==> src/rtl/piso_serializer.sv <==
// Parallel-in/serial-out shifter with valid/ready load handshake, selectable bit order
// and back-to-back framing. Define PISO_PARITY_EN to append an even-parity bit per frame.
module piso_serializer #(
  parameter int MSB = 8
) (
  input  logic           clk,
  input  logic           rst,
  input  logic [MSB-1:0] din,
  input  logic           load_valid,
  output logic           load_ready,
  input  logic           dir,
  input  logic           en,
  output logic           sout,
  output logic           sout_valid,
  output logic           last
);

`ifdef PISO_PARITY_EN
  localparam int FRAME_LEN = MSB + 1;
`else
  localparam int FRAME_LEN = MSB;
`endif
  localparam int CW = $clog2(FRAME_LEN + 1);

  localparam logic [0:0] IDLE  = 1'b0;
  localparam logic [0:0] SHIFT = 1'b1;

  logic [0:0]     state_reg;
  logic [MSB-1:0] shift_reg;
  logic           dir_reg;
  logic [CW-1:0]  count_reg;
  logic           data_bit;
  logic           accept;
`ifdef PISO_PARITY_EN
  logic           parity_reg;
`endif

  // The outgoing bit always sits at the end of the register that matches the captured order.
  assign data_bit   = dir_reg ? shift_reg[MSB-1] : shift_reg[0];
  assign sout_valid = (state_reg == SHIFT);
  assign last       = (state_reg == SHIFT) && (count_reg == CW'(FRAME_LEN - 1));
  assign load_ready = (state_reg == IDLE) || (last && en);
  assign accept     = load_valid && load_ready;

`ifdef PISO_PARITY_EN
  assign sout = sout_valid && ((count_reg == CW'(MSB)) ? parity_reg : data_bit);
`else
  assign sout = sout_valid && data_bit;
`endif

  always_ff @(posedge clk) begin
    if (rst) begin
      state_reg  <= IDLE;
      shift_reg  <= '0;
      dir_reg    <= 1'b0;
      count_reg  <= '0;
`ifdef PISO_PARITY_EN
      parity_reg <= 1'b0;
`endif
    end else if (accept) begin
      state_reg  <= SHIFT;
      shift_reg  <= din;
      dir_reg    <= dir;
      count_reg  <= '0;
`ifdef PISO_PARITY_EN
      parity_reg <= ^din;
`endif
    end else if (state_reg == SHIFT && en) begin
      if (last) begin
        // Frame done with nothing waiting: drop back to a clean idle.
        state_reg <= IDLE;
        shift_reg <= '0;
        count_reg <= '0;
      end else begin
        shift_reg <= dir_reg ? {shift_reg[MSB-2:0], 1'b0} : {1'b0, shift_reg[MSB-1:1]};
        count_reg <= count_reg + CW'(1);
      end
    end
  end

endmodule
==> config.mk <==
export PLATFORM = sky130hd
export DESIGN_NAME = piso_serializer
export DESIGN_NICKNAME = d
export VERILOG_FILES = /design/src/rtl/piso_serializer.sv
export SDC_FILE = /design/constraint.sdc
export NUM_CORES = 1
export LEC_CHECK = 0
export CORE_MARGIN = 10
export CORE_UTILIZATION = 35
export DETAILED_ROUTE_END_ITERATION = 8
export SLEW_MARGIN = 20
export SYNTH_ARGS = -nofsm -noshare
export SYNTH_HDL_FRONTEND = slang
export SYNTH_SLANG_ARGS = --single-unit
==> constraint.sdc <==
create_clock -name clk -period 1.8 [get_ports clk]
set_input_delay 0.36 -clock clk [delete_from_list [all_inputs] [get_ports clk]]
set_output_delay 0.36 -clock clk [all_outputs]
set_load 0.1 [all_outputs]
==> flow_summary.rst <==
.. list-table::
   :header-rows: 1

   * - Metric
     - Value
   * - Run status
     - complete, no violations
   * - Maximum fanout count along the critical path
     - 5
   * - Mapped Avg Cell Area
     - 10.4 um^2
   * - Net count of the mapped netlist
     - 94
   * - Crit path capture type
     - primary output
   * - DP Cell Count
     - 124
   * - Final count of hold timing violations
     - 0
   * - Leakage power of the design
     - 0.000450 uW
   * - Dominant cells by area after synthesis
     - dfxtp_1 (34%), a221oi_2 (9.1%), mux2_2 (8.2%)
   * - Growth of design area from synthesis to finish
     - 37.3%
   * - Number of warnings printed during yosys synthesis
     - 0
   * - Chip Height
     - 68.6 um
   * - Width of the chip
     - 68.6 um
   * - Filler-free cell count of the finished design
     - 128
   * - Worst Hold Margin
     - 0.515 ns
   * - 1st-iter DRT viols
     - 11
   * - Layout net count
     - 115
   * - Count of unique library cells instantiated by Yosys
     - 32
   * - Number of antenna violations at the first check in global routing
     - 0
   * - Share of cells above drive strength 1
     - 43.0%
   * - Library cell used as clock root buffer
     - clkbuf_4
   * - Count of vias placed by the detailed router
     - 658
   * - Fin Clk Skew
     - 0.00202 ns
   * - Cts bufs inserted
     - 3
   * - Share of synthesized area occupied by flip-flops and latches
     - 33.8%
   * - Transition time at the pin with the least slew margin
     - 0.374 ns
   * - Final GP Congestion
     - 0.746
   * - Unrepaired setup endpoints after global routing
     - false
   * - Global router's overall resource usage
     - 8.12%
   * - Max cap viols
     - 0
   * - Grt ovf
     - 0
   * - Footprint of the multi-input gates
     - 533 um^2
   * - Post-synthesis cell type with the largest combined area
     - dfxtp_1
   * - Slew HR
     - 75.0%
   * - Buffer depth of the longest clock path
     - 2
   * - Clock insertion delay at the later pin of the skew report
     - 0.27 ns
   * - Initial Util
     - 37.1%
   * - Maximum level of the CTS H-tree
     - 1
   * - Number of flops mapped to enable cells by yosys
     - 0
   * - Final-layout fill cell count
     - 215
   * - Number of synthesized register bits
     - 14
   * - Flip-flop count of the largest register, all copies and words added
     - 8
   * - Number of port buffers
     - 16
   * - Largest net degree at the start of global routing
     - 15
   * - Total number of placement rows
     - 17
   * - Number of max-slew violations in the final report
     - 0
   * - Detail Placement HPWL
     - 1.35 mm
   * - Diodes inserted
     - 0
   * - Crit Path Category
     - reg -> out
   * - Post-route design area
     - 0.00114 mm^2
   * - DRC errors left
     - 0
   * - Fraction of post-synthesis cell area in the top cell type by area
     - 33.8%
   * - Crit path DAT
     - 1.37 ns
   * - Asr flop ratio synth
     - 0%
   * - Count of hold-fix buffers inserted at cts
     - 0
   * - Cell area reported after detailed placement
     - 0.00110 mm^2
   * - Setup TNS
     - 0 ns
   * - TritonCTS Sinks
     - 14
   * - Final Setup Violations
     - 0
   * - Fraction of the cycle the final worst path needs
     - 96.2%
   * - Final critical-path required period
     - 1.73 ns
   * - Top-level port count
     - 17
   * - Die area
     - 0.00471 mm^2
   * - FF+latch area
     - 287 um^2
   * - Total power of the final layout
     - 800 uW
   * - 1st-pass router iterations
     - 4
   * - Worst Setup Start Kind
     - flop
   * - Clock transition at the register clock pins on the worst setup and hold paths after CTS
     - 0.09 ns
   * - Clock tree from TritonCTS
     - done
   * - Vias per Instance
     - 5.14
   * - Power Dens Cells
     - 704 mW/mm^2
   * - Via count of the first global-routing pass
     - 673
   * - FMAX
     - 0.578 GHz
   * - Primary FF master, synth
     - dfxtp_1
   * - Max VDD drop
     - 0.000367 V
   * - Final WL
     - 1.81 mm
   * - Post-synth design cell area
     - 828 um^2
   * - Remaining antenna violation count
     - 0
   * - Post-CTS setup repair buffer count
     - 0
   * - Core outline area
     - 0.00223 mm^2
   * - CP required
     - 1.44 ns
   * - Average wire per cell in the routed design
     - 14.2 um
   * - Hold WC Path Type
     - reg -> reg
   * - Wire length of the first global-routing pass
     - 2.95 mm
   * - Syn Inst Count
     - 80
   * - Cells resized by post-CTS repair
     - 1
[metal layers]
layer,share of wire (%),vias up,global-route usage (%),routed length (um)
li1,-,338,-,-
met1,46,308,8.62,837
met2,49,10,14.2,892
met3,4.0,2,2.74,72
met4,0.50,0,3.77,9
met5,0,-,0,0
[placed cells by master, fill, tap and decap left out, types with 2 or more instances in the layout]
cell	count
nor3_1	4
clkdlybuf4s50_1	12
a221oi_1	2
a21oi_1	2
mux2i_1	3
nor2b_1	2
nor3_2	5
clkbuf_4	3
dfxtp_2	2
buf_12	5
nor2_1	10
buf_4	3
dfxtp_1	11
a221oi_2	5
mux2_2	6
nand3_1	3
[synthesized netlist by cell type (2+ instances only)]
master	instances
nor3_1	4
nor2b_1	3
a221oi_1	2
buf_2	2
nor3_2	5
a21oi_1	2
nand2_1	2
nand3_1	3
mux2_2	6
dfxtp_1	14
nor2_1	10
a221oi_2	5
mux2i_1	3
[worst max-delay path: stages, from the launching register on]
cell and delay, ns:
dfxtp_2 0.37, ha_1 0.21, and4b_4 0.32, buf_12 0.19
[final cells by class]
class | instances | area share [%]
tap | 28 | 3.08
sequential | 14 | 25.2
inverter | 1 | 0.330
clock buffer | 4 | 3.19
timing repair buffer | 20 | 21.3
multi-input combinational | 61 | 46.9
[cells by family (layout without fill, tap and decap cells)]
| family | count (synthesis) | after routing | synth area share [%] |
|---|---|---|---|
| compound gates | 15 | 15 | 20.7 |
| xor+xnor | 2 | 2 | 2.12 |
| fa+ha+maj | 1 | 1 | 1.51 |
| buf+inv | 5 | 25 | 3.47 |
| flops | 14 | 14 | 33.8 |
| mux | 9 | 9 | 11.8 |
| simple gates | 34 | 34 | 26.6 |
[path summary, 6_finish.rpt]
path	end	cells after the start	startpoint	slack (ns)
hold / removal	shift_reg[4]$_SDFFE_PP0P_	2	shift_reg[4]$_SDFFE_PP0P_	0.51
hold reg to reg	shift_reg[4]$_SDFFE_PP0P_	2	shift_reg[4]$_SDFFE_PP0P_	0.51
setup reg to reg	shift_reg[7]$_SDFFE_PP0P_	5	count_reg[0]$_SDFFE_PP0P_	0.24
setup / recovery	last	3	count_reg[0]$_SDFFE_PP0P_	0.07
[report_power, final]
part / internal [uW] / switching (uW)
Clock: 123 / 101
Combinational: 107 / 113
Sequential: 331 / 25.2
[metrics by stage]
step	utilization [%]	setup slack [ns]
after global placement	49.2	0.0491
after CTS	50.9	0.00374
final	50.9	0.0693
after detailed placement	49.2	0.0298
after global routing	50.9	0.000438
after floorplan	-	0.0785
No activity file was read; power rests on OpenSTA's default activity.
